<file path="src/rtl/sargantana_icache_pkg.sv">
// Shared types and default geometry for the Sargantana icache flush controller.
package sargantana_icache_pkg;

  localparam int unsigned DEF_ICACHE_N_SETS = 64;
  localparam int unsigned DEF_ICACHE_N_WAY  = 4;

  typedef enum logic [1:0] {
    FLUSH_IDLE  = 2'd0,
    FLUSH_DRAIN = 2'd1,
    FLUSH_WALK  = 2'd2,
    FLUSH_DONE  = 2'd3
  } icache_flush_state_t;

endpackage

</file>
<file path="src/rtl/sargantana_icache_flush_ctrl.sv">
// Whole-cache invalidation sequencer for the icache valid array; also arbitrates
// the array's single write port between the invalidation walk and line fills.
module sargantana_icache_flush_ctrl
  import sargantana_icache_pkg::*;
#(
  parameter int unsigned ICACHE_N_SETS = DEF_ICACHE_N_SETS,
  parameter int unsigned ICACHE_N_WAY  = DEF_ICACHE_N_WAY,
  parameter int unsigned INIT_ON_RESET = 1,
  localparam int unsigned SET_W        = $clog2(ICACHE_N_SETS)
) (
  input  logic                    clk_i,
  input  logic                    rstn_i,
  input  logic                    flush_req_i,
  input  logic                    ifill_pending_i,
  input  logic                    fill_wr_i,
  input  logic [SET_W-1:0]        fill_idx_i,
  input  logic [ICACHE_N_WAY-1:0] fill_way_i,
  output logic                    fill_gnt_o,
  output logic                    vld_we_o,
  output logic [SET_W-1:0]        vld_idx_o,
  output logic [ICACHE_N_WAY-1:0] vld_way_o,
  output logic                    vld_data_o,
  output logic                    flush_busy_o,
  output logic                    flush_done_o
);

  localparam logic [SET_W-1:0] LAST_SET = SET_W'(ICACHE_N_SETS - 1);
  localparam icache_flush_state_t RST_STATE =
    (INIT_ON_RESET != 0) ? FLUSH_WALK : FLUSH_IDLE;

  icache_flush_state_t state_q, state_d;
  logic [SET_W-1:0]    cnt_q, cnt_d;

  always_ff @(posedge clk_i or negedge rstn_i) begin
    if (!rstn_i) begin
      state_q <= RST_STATE;
      cnt_q   <= '0;
    end else begin
      state_q <= state_d;
      cnt_q   <= cnt_d;
    end
  end

  always_comb begin
    state_d      = state_q;
    cnt_d        = '0;
    vld_we_o     = 1'b0;
    vld_idx_o    = '0;
    vld_way_o    = '0;
    vld_data_o   = 1'b0;
    flush_done_o = 1'b0;
    unique case (state_q)
      FLUSH_IDLE: begin
        // Fill writes own the port; a simultaneous flush is cleaned up by the walk that follows.
        vld_we_o   = fill_wr_i;
        vld_idx_o  = fill_idx_i;
        vld_way_o  = fill_way_i;
        vld_data_o = 1'b1;
        if (flush_req_i) begin
          state_d = ifill_pending_i ? FLUSH_DRAIN : FLUSH_WALK;
        end
      end
      FLUSH_DRAIN: begin
        if (!ifill_pending_i) begin
          state_d = FLUSH_WALK;
        end
      end
      FLUSH_WALK: begin
        vld_we_o  = 1'b1;
        vld_idx_o = cnt_q;
        vld_way_o = '1;
        // Set count is a power of two, so the increment wraps to 0 on the last set.
        cnt_d     = cnt_q + SET_W'(1);
        if (cnt_q == LAST_SET) begin
          state_d = FLUSH_DONE;
        end
      end
      FLUSH_DONE: begin
        flush_done_o = 1'b1;
        state_d      = FLUSH_IDLE;
      end
      default: state_d = FLUSH_IDLE;
    endcase
  end

  assign fill_gnt_o   = (state_q == FLUSH_IDLE);
  assign flush_busy_o = (state_q != FLUSH_IDLE);

endmodule

</file>
<file path="config.mk">
export PLATFORM = sky130hd
export DESIGN_NAME = sargantana_icache_flush_ctrl
export DESIGN_NICKNAME = d
export VERILOG_FILES = /design/src/rtl/sargantana_icache_pkg.sv /design/src/rtl/sargantana_icache_flush_ctrl.sv
export SDC_FILE = /design/constraint.sdc
export NUM_CORES = 1
export LEC_CHECK = 0
export CAP_MARGIN = 40
export CORE_MARGIN = 1
export CORE_UTILIZATION = 33
export CTS_CLUSTER_DIAMETER = 40
export CTS_CLUSTER_SIZE = 30
export DETAILED_ROUTE_END_ITERATION = 10
export PLACE_DENSITY = 0.78
export SLEW_MARGIN = 10
export SYNTH_ARGS = -nofsm -noshare
export SYNTH_HDL_FRONTEND = slang
export SYNTH_SLANG_ARGS = --single-unit
</file>
<file path="constraint.sdc">
create_clock -name clk_i -period 1.57 [get_ports clk_i]
set_input_delay 0.157 -clock clk_i [delete_from_list [all_inputs] [get_ports clk_i]]
set_output_delay 0.157 -clock clk_i [all_outputs]
set_load 0.03 [all_outputs]
</file>
## Word level (Yosys, flattened, before mapping)

Cells that the tools add are included.

- Flip-flop bits (word level): 8
- Bits of input ports: 15
- Output and inout bits: 15
- Logic and storage cells: 24

- Add/sub/neg operators: 1
- Equality and inequality tests: 7
- Muxes and demuxes: 11
- Reductions and logical operators: 3

Operator list:

| kind | count |
|---|---|
| $pmux W6 S2 | 1 |
| $mux W2 | 4 |
| $pmux W2 S4 | 1 |
| $pmux W4 S2 | 1 |
| $add A6 B1 Y6 const B | 1 |
| $eq A6 B6 Y1 const B | 1 |
| $mux W6 | 1 |
| $ne A2 B2 Y1 const B | 3 |
| $eq A2 B2 Y1 const B | 2 |
| $reduce_and A3 Y1 | 1 |
| $eq A2 B1 Y1 const B | 1 |
| $logic_not A2 Y1 | 1 |
| $mux W1 | 2 |
| $pmux W1 S2 | 1 |
| $reduce_bool A2 Y1 | 1 |

## Longest topological paths before layout

Gate-level depths: netlist (run 1).

- Word-level depth: 3
- Gate-level depth with buffers: 5
- Depth with buffers taken out: 5

## Worst setup path after synthesis (run 1)

OpenSTA, ideal clock, no wires.

- Path kind: register to register
- Start: register state_q[1]
- End: register state_q[1]
- Setup time: 0.075 ns
- Arrival time: 1.722 ns
- Required time: 1.495 ns
- Setup slack: -0.227 ns
- Stages on the path, launching flop included: 6
- Path buffers: 0
- Period minus slack after synthesis: 1.797 ns
- Cells stage by stage: dfstp_2 > inv_1 > ha_1 > nor2b_1 > a2111oi_4 > mux2i_1

- Longest elaborated chain between the ends: 3
- Elaborated cells on any way between the ends: 9
- Classes of those cells: 6 x eq/ne; 1 x mux; 2 x reduce/logical

RTL lines:

| element | RTL line | source |
|---|---|---|
| from (decl) | sargantana_icache_flush_ctrl.sv:31 | `icache_flush_state_t state_q, state_d;` |
| from (signal assigned) | sargantana_icache_flush_ctrl.sv:39 | `state_q <= state_d;` |
| $logic_not A2 Y1 * | - |  |
| via fill_gnt_o | sargantana_icache_flush_ctrl.sv:18 | `output logic fill_gnt_o,` |
| $ne A2 B2 Y1 (no line) | - |  |
| $reduce_and A3 Y1 (no line) | - |  |

Mark *: on every way through the listed nets, which the timed path passes. The rest lies on a longest branch.
A chain may end at the register's enable or synchronous reset.

## Worst setup path after layout (run 1)

- Start: register state_q[1]
- End: register state_q[1]

- Longest elaborated chain between the ends: 3
- Elaborated cells on any way between the ends: 9
- Classes of those cells: 6 x eq/ne; 1 x mux; 2 x reduce/logical

RTL lines:

| element | RTL line | source |
|---|---|---|
| $eq A2 B2 Y1 (tied with other cells) | sargantana_icache_flush_ctrl.sv:52 | `unique case (state_q)` |
| $ne A2 B2 Y1 (no line) | - |  |
| $reduce_and A3 Y1 (no line) | - |  |

Several ways; a longest one is shown, not always the timed one.

==> results of run 1 <==
registers in the layout (all words and copies together) (netlist names):
name,count
state_q,2
cnt_q,6
final cells by class:
cell class	count	area (um^2)
sequential	8	201
tap	16	20.0
timing repair buffer	37	392
inverter	4	18.8
clock buffer	4	26.3
multi-input combinational	44	387
fill	116	514
layer usage:
| layer | global-route usage (%) | up-vias |
|---|---|---|
| met5 | 0 | - |
| met4 | 3.75 | 0 |
| met3 | 7.50 | 2 |
| met2 | 31.8 | 15 |
| met1 | 20.3 | 251 |
| li1 | - | 272 |
stage by stage:
step	instances	setup WS, ns	hold WS, ns
5_1_grt	113	-0.147	0.207
6_report	113	-0.100	0.173
3_3_place_gp	105	-0.0504	0.460
4_1_cts	111	-0.0780	0.186
2_1_floorplan	59	0.0132	-0.139
3_5_place_dp	105	-0.0722	0.463
worst max-delay path by stage:
stage,from,endpoint,slack (ns),depth (start not counted)
5_1_grt,state_q[1],state_q[1],-0.15,5
3_3_place_gp,state_q[0],state_q[0],-0.05,5
2_1_floorplan,state_q[1],state_q[1],0.01,5
4_1_cts,state_q[1],vld_idx_o[3],-0.08,5
3_5_place_dp,state_q[0],state_q[0],-0.07,5
6_report,state_q[1],state_q[1],-0.10,5
cell usage after synthesis (2+ instances only):
cell type	number	area share, %
sky130_fd_sc_hd__ha_1	5	11
sky130_fd_sc_hd__inv_1	3	2.0
sky130_fd_sc_hd__nand2_1	11	7.3
sky130_fd_sc_hd__a21oi_1	2	1.8
sky130_fd_sc_hd__mux2i_1	3	5.3
sky130_fd_sc_hd__and2_1	2	2.2
sky130_fd_sc_hd__xor2_1	2	3.1
sky130_fd_sc_hd__dfrtp_1	7	31
sky130_fd_sc_hd__nor2_1	4	2.7
sky130_fd_sc_hd__a22o_1	5	7.7
power by group through the flow:
stage	logic (mW)	registers (mW)	clock network [mW]
after global routing	1.97	0.326	0.190
after detailed placement	1.41	0.316	0
final	1.87	0.322	0.173
after global placement	1.40	0.312	0
after floorplan	0.988	0.306	0
after CTS	1.62	0.309	0.174
critical path, delay by kind of cell (launching register included):
kind	cells	cell delay, ns
AO/OA/AOI/OAI	1	0.38
AND/OR/NAND/NOR	1	0.16
flip-flops	1	0.55
multiplexers	1	0.29
adder cells (fa/ha/maj)	1	0.15
buffers and inverters	1	0.05
repair_timing:
action | in CTS | in global routing
cloned | 0 | 1
endpoints found under the setup margin | 15 | 14
gates resized for setup | 18 | 14
buffers inserted | 2 | 1
hold buffers | 0 | 0
pin swaps | 1 | 6
cells by family (layout without fill, tap and decap cells):
kind of cell | Yosys count | in the layout
adder cells (fa/ha/maj) | 5 | 5
AO/OA/AOI/OAI | 11 | 11
buffers and inverters | 7 | 45
XOR/XNOR | 3 | 3
flip-flops | 8 | 8
AND/OR/NAND/NOR | 22 | 22
multiplexers | 3 | 3
==> impl_results.html, run 1 <==
<table>
<tr><th>Metric</th><th>Value</th></tr>
<tr><th colspan="2">Die</th></tr>
<tr><td>Core Box Area</td><td>1560 um^2</td></tr>
<tr><td>Floorplan die area</td><td>1880 um^2</td></tr>
<tr><td>Number of placement rows</td><td>14</td></tr>
<tr><td>Effective utilization at floorplan</td><td>36.3%</td></tr>
<tr><td>Die height</td><td>43.4 um</td></tr>
<tr><td>Horizontal extent of the die</td><td>43.4 um</td></tr>
<tr><td>Number of I/O pins</td><td>30</td></tr>
<tr><th colspan="2">Routing</th></tr>
<tr><td>Number of DRC markers after the initial detailed-route iteration</td><td>5</td></tr>
<tr><td>Met1 WL</td><td>665 um</td></tr>
<tr><td>Drc violations</td><td>5</td></tr>
<tr><td>Remaining antenna violation count after routing</td><td>0</td></tr>
<tr><td>Met2 routed WL</td><td>906 um</td></tr>
<tr><td>DR WL met3</td><td>82 um</td></tr>
<tr><td>Number of detailed-route iterations in the first pass</td><td>9</td></tr>
<tr><td>Routed wire length</td><td>1660 um</td></tr>
<tr><td>Uppermost layer routed</td><td>met4</td></tr>
<tr><td>Average wire per standard cell</td><td>14.7 um</td></tr>
<tr><td>Via density per instance</td><td>4.78</td></tr>
<tr><td>Number of vias in the routed layout</td><td>540</td></tr>
<tr><th colspan="2">Yosys</th></tr>
<tr><td>Syn nets</td><td>79</td></tr>
<tr><td>Largest family of logic cells by synthesized area</td><td>compound AO/OA/AOI/OAI gates</td></tr>
<tr><td>Synthesis warning total</td><td>0</td></tr>
<tr><td>Async SR Flop Fraction</td><td>100%</td></tr>
<tr><td>Xor and xnor area share after synthesis</td><td>4.65%</td></tr>
<tr><td>Post-synth EDFFs</td><td>0</td></tr>
<tr><td>Part of the Yosys area used for sequential elements</td><td>35.6%</td></tr>
<tr><td>Mux cell area share after synthesis</td><td>5.31%</td></tr>
<tr><td>Complex-gate fraction of the synthesized area</td><td>18.4%</td></tr>
<tr><td>Count of unique library cells instantiated by Yosys</td><td>25</td></tr>
<tr><td>Cells after Synth</td><td>59</td></tr>
<tr><td>Number of storage elements in the synthesis netlist</td><td>8</td></tr>
<tr><td>Most used flip-flop cell after synthesis</td><td>sky130_fd_sc_hd__dfrtp_1</td></tr>
<tr><td>Syn Area/Cell</td><td>9.59 um^2</td></tr>
<tr><td>Simple-gate share of the synthesized area</td><td>18.4%</td></tr>
<tr><td>Post-synthesis share of cell area spent on full adders, half adders and majority gates</td><td>11.1%</td></tr>
<tr><td>Cell Area, Synth</td><td>566 um^2</td></tr>
<tr><th colspan="2">Run status</th></tr>
<tr><td>Status</td><td>finished with violations</td></tr>
<tr><td>Violations in the final reports</td><td>DRC, setup timing</td></tr>
<tr><th colspan="2">Clocking</th></tr>
<tr><td>Clock Pin Slew Worst Setup and Hold Paths</td><td>0.06 ns</td></tr>
<tr><td>Skew-Pair Late Insertion Delay</td><td>0.26 ns</td></tr>
<tr><td>TritonCTS Sinks</td><td>8</td></tr>
<tr><td>Number of buffers inserted during clock tree synthesis</td><td>3</td></tr>
<tr><td>Buffers from clock root to sink, at most</td><td>2</td></tr>
<tr><td>Clock root buffer</td><td>sky130_fd_sc_hd__clkbuf_4</td></tr>
<tr><td>H-tree depth</td><td>1</td></tr>
<tr><td>TritonCTS clock tree</td><td>built</td></tr>
<tr><th colspan="2">Worst setup path</th></tr>
<tr><td>Startpoint-to-endpoint class of the critical path</td><td>reg -&gt; reg</td></tr>
<tr><td>Kind of capture point of the worst setup path</td><td>register</td></tr>
<tr><td>Cell breakdown of the critical path</td><td>inv_4 &gt; ha_4 &gt; and2_4 &gt; a2111oi_4 &gt; mux2i_1</td></tr>
<tr><td>Data arrival, critical path</td><td>1.83 ns</td></tr>
<tr><td>CP Launch Type</td><td>register</td></tr>
<tr><td>CP max-delay cell</td><td>sky130_fd_sc_hd__dfstp_2</td></tr>
<tr><td>Worst R2R Start</td><td>state_q[1]</td></tr>
<tr><td>Register-to-register path setup slack</td><td>-0.10 ns</td></tr>
<tr><td>Capturing point of the worst reg2reg path</td><td>state_q[1]</td></tr>
<tr><td>Critical Path RT</td><td>1.73 ns</td></tr>
<tr><td>Critical-path maximum fanout</td><td>3</td></tr>
<tr><td>CP peak stage delay</td><td>0.55 ns</td></tr>
<tr><td>Number of cells on the worst reg-to-reg path</td><td>5</td></tr>
<tr><th colspan="2">Placement</th></tr>
<tr><td>Post-Place Cell Area</td><td>861 um^2</td></tr>
<tr><td>Port Buffers</td><td>29</td></tr>
<tr><td>DPL Wire Length</td><td>1020 um</td></tr>
<tr><td>Gpl congestion</td><td>0.742</td></tr>
<tr><th colspan="2">STA</th></tr>
<tr><td>Min Clock Period, post-route</td><td>1.67 ns</td></tr>
<tr><td>Final worst-path cycle share</td><td>106%</td></tr>
<tr><td>Final worst slack</td><td>-0.100 ns</td></tr>
<tr><td>Total negative setup slack</td><td>-0.678 ns</td></tr>
<tr><td>Tightest slew margin relative to the limit</td><td>74.5%</td></tr>
<tr><td>Setup-violating endpoint count in the final report</td><td>13</td></tr>
<tr><td>Clock Skew</td><td>0.0125 ns</td></tr>
<tr><td>Slew at the pin closest to its max-slew limit</td><td>0.379 ns</td></tr>
<tr><td>Unrepaired setup endpoints after global routing</td><td>yes</td></tr>
<tr><td>Max Freq</td><td>599 MHz</td></tr>
<tr><td>Number of slew-limit violations in the final report</td><td>0</td></tr>
<tr><td>Final hold violations</td><td>0</td></tr>
<tr><th colspan="2">Pwr</th></tr>
<tr><td>Largest vdd supply drop</td><td>1.26 mV</td></tr>
<tr><td>Switching power as a share of total power</td><td>47.0%</td></tr>
<tr><td>Post-layout total power</td><td>2.36 mW</td></tr>
<tr><td>Static leakage</td><td>0.490 nW</td></tr>
<tr><td>Part of the power in registers</td><td>13.6%</td></tr>
<tr><td>Fraction of power consumed by the clock network</td><td>7.3%</td></tr>
<tr><td>Cell-internal power</td><td>1.25 mW</td></tr>
<tr><td>Share of total power in combinational logic</td><td>79.0%</td></tr>
<tr><td>Power per cell area</td><td>2260 nW/um^2</td></tr>
<tr><td>Power spent charging and discharging nets</td><td>1.11 mW</td></tr>
<tr><th colspan="2">Finish</th></tr>
<tr><td>Number of diodes</td><td>0</td></tr>
<tr><td>Total Nets Final</td><td>118</td></tr>
<tr><td>Share of final-layout standard cells stronger than drive strength 1</td><td>42.3%</td></tr>
<tr><td>Synth-to-Final Area Change</td><td>84.7%</td></tr>
<tr><td>Highest-count cells in the layout ignoring fill and taps</td><td>sky130_fd_sc_hd__clkdlybuf4s50_1, sky130_fd_sc_hd__buf_6, sky130_fd_sc_hd__nand2_1, sky130_fd_sc_hd__buf_4, sky130_fd_sc_hd__dfrtp_1</td></tr>
<tr><td>Final Instance Area</td><td>1040 um^2</td></tr>
<tr><td>Commonest non-fill, non-tap cell in the layout</td><td>sky130_fd_sc_hd__clkdlybuf4s50_1</td></tr>
<tr><td>Post-layout util</td><td>67.0%</td></tr>
<tr><th colspan="2">Global routing</th></tr>
<tr><td>GRT overflow</td><td>0</td></tr>
<tr><td>Number of antenna violations at the first check in global routing</td><td>0</td></tr>
<tr><td>Overall global routing resource usage</td><td>18.0%</td></tr>
<tr><td>First-pass GRT wire length</td><td>2420 um</td></tr>
<tr><td>Pin count of the biggest net entering global routing</td><td>17</td></tr>
<tr><td>Vias in the first global route</td><td>541</td></tr>
<tr><th colspan="2">Min path</th></tr>
<tr><td>Worst hold path class</td><td>in -&gt; async</td></tr>
<tr><th colspan="2">Run</th></tr>
<tr><td>Max-Cap Viols</td><td>0</td></tr>
</table>
(Power assumes the default switching activity.)
==> run 2, diff against run 1 <==
Settings changed: CORE_MARGIN 1 to not set, GPL_ROUTABILITY_DRIVEN set to 0.
==> results of run 2 <==
Final layout, timing and power as in run 1 (identical DEF).
